[src/rtl/pmod_dac_wavegen.sv]
// rtl/pmod_dac_wavegen.sv - waveform sequencer driving the PMOD DAC sample byte
//
// Purpose:
//    Generates saw-up, triangle, square and saw-down samples at a programmable
//    sample period. A debounced switch advances the waveform mode. Defining
//    WAVEGEN_NOISE_EN adds a fifth mode that plays a Galois LFSR.
//
// Ports:
//    i_Clk           system clock
//    i_Rst_L         asynchronous reset, active low
//    i_Enable        1 = run; 0 = freeze divider, phase and output
//    i_Mode_Next     debounced switch level; rising edge advances the mode
//    i_Div           sample period in clocks (0 behaves as 1)
//    o_Sample        current DAC sample, registered
//    o_Sample_Valid  one-cycle strobe when o_Sample updates
//    o_Mode          active mode index
//    o_Wrap          one-cycle strobe when the phase wraps to 0

module pmod_dac_wavegen #(
   parameter int DATA_W = 8,
   parameter int DIV_W  = 16
) (
   input  logic              i_Clk,
   input  logic              i_Rst_L,
   input  logic              i_Enable,
   input  logic              i_Mode_Next,
   input  logic [DIV_W-1:0]  i_Div,
   output logic [DATA_W-1:0] o_Sample,
   output logic              o_Sample_Valid,
   output logic [2:0]        o_Mode,
   output logic              o_Wrap
);

`ifdef WAVEGEN_NOISE_EN
   localparam int MODE_W = 3;
`else
   localparam int MODE_W = 2;
`endif

   localparam logic [MODE_W-1:0] MODE_SAW_UP   = MODE_W'(0);
   localparam logic [MODE_W-1:0] MODE_TRIANGLE = MODE_W'(1);
   localparam logic [MODE_W-1:0] MODE_SQUARE   = MODE_W'(2);
   localparam logic [MODE_W-1:0] MODE_SAW_DOWN = MODE_W'(3);
`ifdef WAVEGEN_NOISE_EN
   localparam logic [MODE_W-1:0] MODE_NOISE    = MODE_W'(4);
   localparam logic [MODE_W-1:0] MODE_LAST     = MODE_NOISE;
`else
   localparam logic [MODE_W-1:0] MODE_LAST     = MODE_SAW_DOWN;
`endif

   localparam logic [DATA_W-1:0] MAX = {DATA_W{1'b1}};

`ifdef WAVEGEN_NOISE_EN
   // Maximal-length Galois toggle masks, right-shifting form.
   localparam logic [15:0] TAPS_ALL =
      (DATA_W == 4)  ? 16'h000C : (DATA_W == 5)  ? 16'h0014 :
      (DATA_W == 6)  ? 16'h0030 : (DATA_W == 7)  ? 16'h0060 :
      (DATA_W == 8)  ? 16'h00B8 : (DATA_W == 9)  ? 16'h0110 :
      (DATA_W == 10) ? 16'h0240 : (DATA_W == 11) ? 16'h0500 :
      (DATA_W == 12) ? 16'h0829 : (DATA_W == 13) ? 16'h100D :
      (DATA_W == 14) ? 16'h2015 : (DATA_W == 15) ? 16'h6000 : 16'hD008;
   localparam logic [DATA_W-1:0] LFSR_TAPS = TAPS_ALL[DATA_W-1:0];
   localparam logic [DATA_W-1:0] LFSR_SEED = '1;
`endif

   typedef enum logic {DIR_UP, DIR_DN} dir_e;

   logic [DIV_W-1:0]  div_cnt_q, div_cnt_d;
   logic [DATA_W-1:0] phase_q, phase_d;
   logic [DATA_W-1:0] sample_q, sample_d;
   logic              valid_q, valid_d;
   logic              wrap_q, wrap_d;
   logic [MODE_W-1:0] mode_q, mode_d;
   dir_e              dir_q, dir_d;
   logic [1:0]        mode_sync_q, mode_sync_d;
   logic [1:0]        hist_vld_q, hist_vld_d;
`ifdef WAVEGEN_NOISE_EN
   logic [DATA_W-1:0] lfsr_q, lfsr_d, lfsr_step;
`endif

   logic [DIV_W-1:0]  div_max;
   logic              tick;
   logic              mode_edge;
   logic [DATA_W-1:0] phase_inc;

   always_comb begin
      div_max     = (i_Div == '0) ? DIV_W'(1) : i_Div;
      // ">=" rather than "==" so a period shortened mid-count ticks at once.
      tick        = i_Enable && (div_cnt_q >= div_max - DIV_W'(1));
      // Edges only count once both history flops hold real switch samples,
      // so a switch already high when reset releases is not an edge.
      mode_edge   = hist_vld_q[1] && mode_sync_q[0] && !mode_sync_q[1];
      phase_inc   = phase_q + DATA_W'(1);
      mode_sync_d = {mode_sync_q[0], i_Mode_Next};
      hist_vld_d  = {hist_vld_q[0], 1'b1};

      div_cnt_d = div_cnt_q;
      phase_d   = phase_q;
      sample_d  = sample_q;
      valid_d   = 1'b0;
      wrap_d    = 1'b0;
      mode_d    = mode_q;
      dir_d     = dir_q;
`ifdef WAVEGEN_NOISE_EN
      lfsr_step = lfsr_q[0] ? ((lfsr_q >> 1) ^ LFSR_TAPS) : (lfsr_q >> 1);
      lfsr_d    = lfsr_q;
`endif

      if (mode_edge) begin
         // Mode change takes priority over a coincident tick.
         mode_d    = (mode_q == MODE_LAST) ? '0 : mode_q + MODE_W'(1);
         phase_d   = '0;
         div_cnt_d = '0;
         dir_d     = DIR_UP;
         sample_d  = '0;
         valid_d   = 1'b1;
`ifdef WAVEGEN_NOISE_EN
         if (mode_d == MODE_NOISE) begin
            lfsr_d = LFSR_SEED;
         end
`endif
      end else if (tick) begin
         div_cnt_d = '0;
         phase_d   = phase_inc;
         wrap_d    = (phase_q == MAX);
         valid_d   = 1'b1;
`ifdef WAVEGEN_NOISE_EN
         lfsr_d    = lfsr_step;
`endif
         case (mode_q)
            MODE_SAW_UP: sample_d = phase_inc;
            MODE_TRIANGLE: begin
               // Steps from the last sample; the peak and trough are emitted once.
               if (dir_q == DIR_UP) begin
                  if (sample_q == MAX) begin
                     sample_d = MAX - DATA_W'(1);
                     dir_d    = DIR_DN;
                  end else begin
                     sample_d = sample_q + DATA_W'(1);
                  end
               end else begin
                  if (sample_q == '0) begin
                     sample_d = DATA_W'(1);
                     dir_d    = DIR_UP;
                  end else begin
                     sample_d = sample_q - DATA_W'(1);
                  end
               end
            end
            MODE_SQUARE:   sample_d = phase_inc[DATA_W-1] ? MAX : '0;
            MODE_SAW_DOWN: sample_d = MAX - phase_inc;
`ifdef WAVEGEN_NOISE_EN
            MODE_NOISE:    sample_d = lfsr_step;
`endif
            default:       sample_d = '0;
         endcase
      end else if (i_Enable) begin
         div_cnt_d = div_cnt_q + DIV_W'(1);
      end
   end

   always_ff @(posedge i_Clk or negedge i_Rst_L) begin
      if (!i_Rst_L) begin
         div_cnt_q   <= '0;
         phase_q     <= '0;
         sample_q    <= '0;
         valid_q     <= 1'b0;
         wrap_q      <= 1'b0;
         mode_q      <= '0;
         dir_q       <= DIR_UP;
         mode_sync_q <= '0;
         hist_vld_q  <= '0;
      end else begin
         div_cnt_q   <= div_cnt_d;
         phase_q     <= phase_d;
         sample_q    <= sample_d;
         valid_q     <= valid_d;
         wrap_q      <= wrap_d;
         mode_q      <= mode_d;
         dir_q       <= dir_d;
         mode_sync_q <= mode_sync_d;
         hist_vld_q  <= hist_vld_d;
      end
   end

`ifdef WAVEGEN_NOISE_EN
   always_ff @(posedge i_Clk or negedge i_Rst_L) begin
      if (!i_Rst_L) begin
         lfsr_q <= LFSR_SEED;
      end else begin
         lfsr_q <= lfsr_d;
      end
   end

   assign o_Mode = mode_q;
`else
   assign o_Mode = {1'b0, mode_q};
`endif

   assign o_Sample       = sample_q;
   assign o_Sample_Valid = valid_q;
   assign o_Wrap         = wrap_q;

endmodule
[config.mk]
export PLATFORM = sky130hd
export DESIGN_NAME = pmod_dac_wavegen
export DESIGN_NICKNAME = d
export VERILOG_FILES = /design/src/rtl/pmod_dac_wavegen.sv
export SDC_FILE = /design/constraint.sdc
export NUM_CORES = 1
export LEC_CHECK = 0
export ABC_AREA = 0
export CORE_MARGIN = 1
export CORE_UTILIZATION = 55
export DETAILED_ROUTE_END_ITERATION = 6
export PLACE_DENSITY = 0.78
export SYNTH_ARGS = -nofsm -noshare
export SYNTH_HDL_FRONTEND = slang
export SYNTH_SLANG_ARGS = --single-unit
export TNS_END_PERCENT = 20
[constraint.sdc]
create_clock -name i_Clk -period 3.8 [get_ports i_Clk]
set_input_delay 0.76 -clock i_Clk [delete_from_list [all_inputs] [get_ports i_Clk]]
set_output_delay 0.76 -clock i_Clk [all_outputs]
set_load 0.02 [all_outputs]
Word-level counts from Yosys, hierarchy flattened:

Cells that the tools add are included.

* bits in registers: 41
* bits in latches: 0
* memory bits (writable): 0
* memory bits (read-only): 0
* input port bits: 20
* output and inout port bits: 13
* logic and storage cells: 57
* memories kept: 0

* add/sub/neg operators: 7
* multiply operators: 0
* div/mod/pow operators: 0
* order comparisons: 1
* eq/ne operators: 5
* shifts and indexed selects: 0
* mux-type cells: 24
* bitwise operators: 0
* reductions and logical operators: 11

Operator list (number)
* $mux W16: 4
* $mux W8: 8
* $pmux W8 S4: 1
* $add A16 B1 Y16 const B: 1
* $add A8 B1 Y8 const B: 2
* $eq A8 B8 Y1 const B: 2
* $ge A16 B16 Y1: 1
* $logic_not A16 Y1: 1
* $sub A16 B1 Y16 const B: 1
* $mux W1: 10
* $logic_not A8 Y1: 1
* $sub A8 B1 Y8 const B: 1
* $sub A8 B8 Y8 const A: 1
* $eq A2 B2 Y1 const B: 2
* $reduce_bool A2 Y1: 2
* $logic_and A1 B1 Y1: 3
* $reduce_bool A3 Y1: 1
* $add A2 B1 Y2 const B: 1
* $eq A2 B1 Y1 const B: 1
* $logic_not A2 Y1: 1
* $mux W2: 1
* $reduce_and A2 Y1: 1
* $logic_not A1 Y1: 1

Depth between registers and ports, before layout:

Gate-level depths: netlist of the first run.

* word-level depth: 7
* depth in mapped cells: 19
* mapped depth without buffers: 18

Worst setup path before layout of the first run:

OpenSTA, ideal clock, no wires.

* path type: input-to-reg
* start point: input port i_Div[9]
* end point: register sample_q[1], in the netlist o_Sample[1]
* library setup time: 0.069 ns
* data arrival time: 4.067 ns
* data required time: 3.731 ns
* path slack: -0.335 ns
* stages: 17
* path buffers: 0
* cells stage by stage: or4_1 -> nor3_1 -> nand3b_1 -> nor3_1 -> nor2_1 -> ha_1 -> nand2_1 -> or2_2 -> nand2b_1 -> nor3_1 -> xnor2_1 -> ha_1 -> nand4_1 -> a211oi_1 -> a211oi_1 -> nor3_1 -> a32o_1

* cells in the longest elaborated chain, start to end: 6

Ends and longest elaborated chain
* start, declared: line 27 `input logic [DIV_W-1:0] i_Div,`
* $logic_not A16 Y1: line 87 `div_max = (i_Div == '0) ? DIV_W'(1) : i_Div;`
* $mux W16 (*): line 87
* $sub A16 B1 Y16 (*): line 89 `tick = i_Enable && (div_cnt_q >= div_max - DIV_W'(1));`
* $ge A16 B16 Y1 (*): line 89
* $logic_and A1 B1 Y1 (*): line 89
* $reduce_bool A2 Y1 (no line) (*)
* end signal, assigned: line 176 `sample_q <= sample_d;`
* end, declared: line 70 `logic [DATA_W-1:0] sample_q, sample_d;`

Every way passes the cells marked *; elsewhere a longest branch is shown, timed or not.
A chain may end at the register's enable or synchronous reset.

Worst setup path in the final report of the first run:

* start point: input port i_Div[12]
* end point: register sample_q[5], in the netlist o_Sample[5]

The elaborated chain is that of the path after synthesis.

==> results of run 1 <==
## metrics by stage
step | cell area [um^2] | hold WS (ps)
final | 3870 | 359
after global routing | 3870 | 376
after CTS | 3760 | 364
after detailed placement | 3600 | 347
after global placement | 3600 | 346
after floorplan | 3080 | 331
## final cells by class
type                       count  share of cell area
clock buffer                   5              0.0178
clock inverter                 1             0.00129
inverter                       9             0.00872
multi-input combinational    275               0.529
sequential                    41               0.265
tap                           70              0.0226
timing repair buffer          70               0.156
## critical path, stage by stage
cell,delay (ps)
buf_6,90
or4_4,560
nor3_4,150
nand3b_1,160
nor3_2,210
nor2_2,70
ha_2,180
buf_4,120
buf_4,120
xnor2_1,130
ha_1,200
a211oi_1,290
o2111ai_2,240
a211oi_4,430
nor3_2,70
buf_4,190
a32o_1,220
## registers in the layout, summed over array words and instances (netlist names)
| register | flops |
|---|---|
| o_Sample | 8 |
| mode_sync_q | 2 |
| o_Sample_Valid | 1 |
| o_Wrap | 1 |
| div_cnt_q | 16 |
| mode_q | 2 |
| phase_q | 8 |
| hist_vld_q | 2 |
| dir_q | 1 |
## layer usage
metal,vias up,track usage
li1,1342,-
met3,28,0.0410
met5,-,0
met4,0,0.0788
met2,99,0.446
met1,1355,0.364
## Yosys cell counts, types with 2 or more instances
cell type / n / area (um^2)
nor3_1: 4 / 20.0
nor2_1: 37 / 139
or4_1: 2 / 15.0
and3_1: 8 / 50.1
a21o_1: 2 / 15.0
o21ai_0: 9 / 45.0
or3_1: 5 / 31.3
inv_1: 8 / 30.0
o22ai_1: 2 / 12.5
a21oi_1: 19 / 95.1
nand4_1: 5 / 31.3
nor4_1: 4 / 25.0
a32oi_1: 2 / 17.5
o2bb2ai_1: 3 / 26.3
a32o_1: 3 / 30.0
mux2i_1: 2 / 20.0
nand3_1: 18 / 90.1
o211ai_1: 6 / 45.0
xor2_1: 21 / 184
or2_2: 2 / 12.5
a211o_1: 2 / 17.5
nand2_1: 30 / 113
a22o_1: 9 / 78.8
conb_1: 2 / 7.51
o2111ai_1: 2 / 17.5
nand2b_1: 6 / 37.5
a211oi_1: 3 / 22.5
clkbuf_1: 12 / 45.0
o31ai_1: 4 / 30.0
nand3b_1: 3 / 22.5
dfrtp_1: 41 / 1030
or4_4: 2 / 22.5
xnor2_1: 18 / 158
nor3b_1: 2 / 15.0
ha_1: 26 / 325
## timing repair
action / CTS / global route
setup buffers: 5 / 6
endpoints found under the setup margin: 35 / 35
gates cloned: 0 / 0
resized for setup: 27 / 15
pin swaps: 20 / 5
## worst max path at each step
stage               from          end  slack, ps  cells after the start
2_1_floorplan   i_Div[9]   phase_q[6]       -120                     18
3_3_place_gp    i_Div[9]   phase_q[7]       -720                     19
3_5_place_dp    i_Div[9]  o_Sample[5]       -870                     19
4_1_cts        i_Div[12]   phase_q[7]       -120                     19
5_1_grt        i_Div[10]  o_Sample[5]       -370                     19
6_report       i_Div[12]  o_Sample[5]       -210                     17
## logic make-up (layout without fill, tap and decap cells)
kind of cell,after synthesis,in the layout,synth area share
and+or+nand+nor,132,132,0.218
DFF,41,41,0.341
muxes,3,3,0.0104
other,2,2,0.00250
adders and majority gates,26,26,0.108
buffers and inverters,24,85,0.0341
AOI/OAI and AO/OA,73,73,0.171
xor gates and xnor gates,39,39,0.114
## report_power, final
group | switching [W] | internal [W] | total, W
registers | 0.0000295 | 0.000461 | 0.000491
clock network | 0.000141 | 0.000121 | 0.000261
logic | 0.000216 | 0.000164 | 0.000379
total | 0.000386 | 0.000745 | 0.00113
==> run summary, run 1 <==
Final worst path period share = 1.05
Cell area after synthesis = 3010 um^2
CTS tree = done
Synth Register Bits = 41
CTS H-tree depth = 2
R2r worst-path depth = 7
Worst Skew = 4.59 ps
Register-to-register setup slack = 1440 ps
WL met1 = 3480 um
Initial antenna violation count = 0
Pleak = 1.72 nW
Die width = 75.9 um
Reg2Reg Launch Point = div_cnt_q[3]
Insertion delay to the later sink of the worst-skew pair = 290 ps
Core Box Area = 5170 um^2
Synth Net Count = 386
Crit end category = flop
Hold_buf cts = 0
DP Worst Slack = -874 ps
Fmax = 249 MHz
Vias per cell = 6.00
# fillers = 342
Non-Filler Instances = 471
DR vias = 2,824
FP Rows = 26
Worst Hold Depth = 0
PD cells = 292 nW/um^2
Clock Tree Buf Depth = 2
Fin. Hold Viols = 0
Gr ovfl total = 0
Synthesis Warnings = 0
Wire length per cell = 16.5 um
Final WS setup = -209 ps
Failing checks = negative setup slack
Pins Over Slew Limit = 0
Main synth FF type = dfrtp_1
All-layer global routing usage = 0.269
I/O Buffers = 31
First-pass GRT wire length = 12,600 um
Setup TNS = -5370 ps
Hold Path Class = reg2reg
Async S/R FF share, synth = 1.00
Die height = 75.9 um
Dpl hpwl = 5360 um
Starting Density = 0.581
DRT iter0 DRCs = 216
Worst setup path category = in2reg
Antenna Cells = 0
Required time of the critical path = 3980 ps
Critical path fanouts, max = 8
Total chip power = 0.00113 W
DRC Markers = 0
CTS buffer count = 5
Final setup vio count = 35
Post-synth cell types = 51
FF+latch area = 1030 um^2
Fin crit period = 4010 ps
Slew headroom = 0.399
Crit path launch type = primary input
Mean Syn Cell Area = 8.84 um^2
Status = finished with violations
I/O pins = 33
Vias in the first global route = 2,737
# Max-Cap Violations = 0
Post-DRT Antenna Nets = 0
RSZ-0062 raised after global routing = true
Final WL = 7760 um
Worst IR Drop VDD = 0.329 mV
Area grow syn2layout = 28.9%
Sequential-to-total area share from yosys stat = 0.341
Layout cells sized above 1 = 0.212
Metal2 WL = 3740 um
Drt first pass iters = 5
CTS clock-pin slew for the worst setup and hold paths = 70 ps
Synthesized instance count = 340
Placer Congestion = 0.883
Worst Hold End = hist_vld_q[1]
Commonest non-fill, non-tap cells in the layout = dfrtp_1, buf_4, nor2_1, nand2_1, ha_1
Most common cell after layout, fill and taps aside = dfrtp_1
Worst-margin pin slew = 902 ps
Largest net degree at the start of global routing = 42
Routed met3 length = 336 um
Nets = 448
Utilization after layout = 0.749
CTS root buffer = clkbuf_8
Top Layer Used = met4
Number of synthesized flops with an enable pin = 0
Multi-input logic area = 2050 um^2
Min-delay src = hist_vld_q[0]
Die footprint = 5770 um^2
Sink Count = 41
Arrival time at the worst endpoint = 4190 ps
R2r endpoint = o_Sample[5]
Placed Instances = 454
Power figures use the tool's default switching activity.
==> run 2, diff against run 1 <==
CTS_CLUSTER_DIAMETER = 40   (was default)
SKIP_LAST_GASP = 1   (was default)
SLEW_MARGIN = 20   (was default)
==> run 2 against run 1 <==
Effect of this change:
- the flow still finishes with violations (negative setup slack)
- critical path depth stayed put
- critical endpoint unchanged
- sequential share of layout area is 0.20 points lower
- die area stayed put
- via count is 0.11% higher
- first-iteration DRC count is 5.6% higher
- register-to-register slack worse by 50 ps
- clock power hardly changed
- largest cell class unchanged
- design area is 0.77% higher
- routed wire length is 1.2% higher
- largest power group unchanged
- combinational power is 2% higher
==> run summary, run 2 (synthesis gave the netlist of run 1 again) <==
Status = finished with violations
Failing checks = negative setup slack
Gr ovfl total = 0 (unchanged)
PD cells = 290 nW/um^2 (-0.58%)
Die width = 75.9 um (unchanged)
CTS clock-pin slew for the worst setup and hold paths = 70 ps (about the same)
All-layer global routing usage = 0.269 (-0.000518)
DRC Markers = 0 (unchanged)
Dpl hpwl = 5360 um (unchanged)
CTS buffer count = 5 (unchanged)
Final setup vio count = 35 (unchanged)
RSZ-0062 raised after global routing = true
DP Worst Slack = -874 ps (unchanged)
Crit-path max cell delay = 570 ps (about the same)
DRT iter0 DRCs = 228 (+5.6%)
I/O Buffers = 31 (unchanged)
Crit end category = flop
FP Rows = 26 (unchanged)
Vias per cell = 5.99 (-0.11%)
I/O pins = 33 (unchanged)
Initial antenna violation count = 0 (unchanged)
Vias in the first global route = 2,745 (+0.29%)
Crit path launch type = primary input
Required time of the critical path = 3980 ps (about the same)
Critical path fanouts, max = 8 (unchanged)
Antenna Cells = 0 (unchanged)
Area grow syn2layout = 29.9%
Die height = 75.9 um (unchanged)
Fin. Hold Viols = 0 (unchanged)
Sink Count = 41 (unchanged)
Crit path top cell by count = buf_4
CTS H-tree depth = 2 (unchanged)
Max stage delay cell, worst path = or4_4
CTS tree = done
CTS root buffer = clkbuf_8
Worst Skew = 3.59 ps (-0.998 ps)
Worst setup path category = in2reg
Starting Density = 0.581 (unchanged)
Core Box Area = 5170 um^2 (unchanged)
Final WS setup = -247 ps (-38.5 ps)
Final WL = 7860 um (+1.2%)
First-pass GRT wire length = 12,600 um (-0.22%)
Die footprint = 5770 um^2 (unchanged)
Placer Congestion = 0.883 (unchanged)
Post-DRT Antenna Nets = 0 (unchanged)
DR vias = 2,827 (+0.11%)
Final worst path period share = 1.07 (+0.0101)
Slew headroom = 0.402 (+0.00356)
Worst-margin pin slew = 897 ps (-5.34 ps)
Fmax = 247 MHz (-0.95%)
Pins Over Slew Limit = 0 (unchanged)
Max reg flops = 16 (unchanged)
Pleak = 1.73 nW (+0.61%)
# Max-Cap Violations = 0 (unchanged)
Largest Register = div_cnt_q
Largest net degree at the start of global routing = 42 (unchanged)
Utilization after layout = 0.755 (+0.00581)
Fin crit period = 4050 ps (+38.5 ps)
Clock Tree Buf Depth = 2 (unchanged)
Commonest non-fill, non-tap cells in the layout = dfrtp_1, nor2_1, buf_4, nand2_1, ha_1
Arrival time at the worst endpoint = 4220 ps (+30 ps)
Layout cells sized above 1 = 0.211 (-0.000527)
Insertion delay to the later sink of the worst-skew pair = 290 ps (about the same)
Worst IR Drop VDD = 0.333 mV (+1.1%)
Hold Path Class = reg2reg
Nets = 449 (+0.22%)
Register-to-register setup slack = 1390 ps (-50 ps)
Crit-path cells = buf_6 -> or4_4 -> nor3_4 -> nand3b_1 -> nor3_2 -> nor2_2 -> ha_2 -> buf_4 -> buf_4 -> xnor2_1 -> ha_1 -> a211oi_1 -> o2111ai_2 -> a211oi_4 -> nor3_2 -> buf_4 -> a32o_1
Wire length per cell = 16.6 um (+1.0%)
Drt first pass iters = 5 (unchanged)
Most common cell after layout, fill and taps aside = dfrtp_1
run 2: worst paths after layout:
path	start	to	depth (start not counted)
hold / removal	hist_vld_q[0]	hist_vld_q[1]	0
setup / recovery	i_Div[12]	o_Sample[5]	17
setup reg to reg	div_cnt_q[3]	o_Sample[5]	7
max in group asynchronous	i_Rst_L	o_Sample[4]	1
min in group asynchronous	i_Rst_L	mode_q[1]	1
hold reg to reg	hist_vld_q[0]	hist_vld_q[1]	0
run 2: timing repair:
| item | in CTS | in global routing |
|---|---|---|
| pin swaps | 18 | 9 |
| endpoints found under the setup margin | 35 | 35 |
| cloned | 0 | 0 |
| gates resized for setup | 23 | 25 |
| hold buffers | 0 | 0 |
| setup buffers | 5 | 7 |
run 2: metrics by stage:
step | power, W | area (um^2) | instances | TNS [ps] | hold slack (ps)
finish | 0.00113 | 3910 | 472 | -7030 | 357
global route | 0.00120 | 3910 | 472 | -12610 | 377
floorplan | 0.000724 | 3080 | 340 | -2270 | 331
detailed placement | 0.000849 | 3600 | 454 | -28100 | 347
CTS | 0.00111 | 3730 | 465 | -964 | 364
global placement | 0.000843 | 3600 | 454 | -23000 | 346
run 2: area by class of cell:
| type | instances | area [um^2] |
|---|---|---|
| fillers | 345 | 1270 |
| repair buffers | 71 | 618 |
| flip-flops and latches | 41 | 1030 |
| inverters | 9 | 33.8 |
| clock buffers | 5 | 68.8 |
| well taps | 70 | 87.6 |
| multi-input cells | 275 | 2070 |
| clock inverters | 1 | 5.00 |
run 2: routing by layer:
metal  GRT usage  up-vias  wire length, um
met5           0        -                0
met4      0.0808        0              178
met1       0.360     1358             3440
li1            -     1338                -
met3      0.0446       23              415
met2       0.445      108             3820
run 2: critical path, delay by kind of cell:
kind	cells	cell delay, ps
fa+ha+maj	2	360
simple gates	6	1250
compound gates	4	1180
buf+inv	4	530
xor+xnor	1	130
run 2: power by group:
part	switching, W	total (W)	internal (W)	leakage (nW)
clock	0.000137	0.000258	0.000121	0.0399
sequential	0.0000295	0.000491	0.000461	0.556
combinational	0.000221	0.000385	0.000165	1.14
==> run 3, diff against run 2 <==
ABC_CLOCK_PERIOD_IN_PS = 3800   (was default)
==> results of run 3 <==
Same layout as run 2: the final DEF is identical, and so are final timing and power.
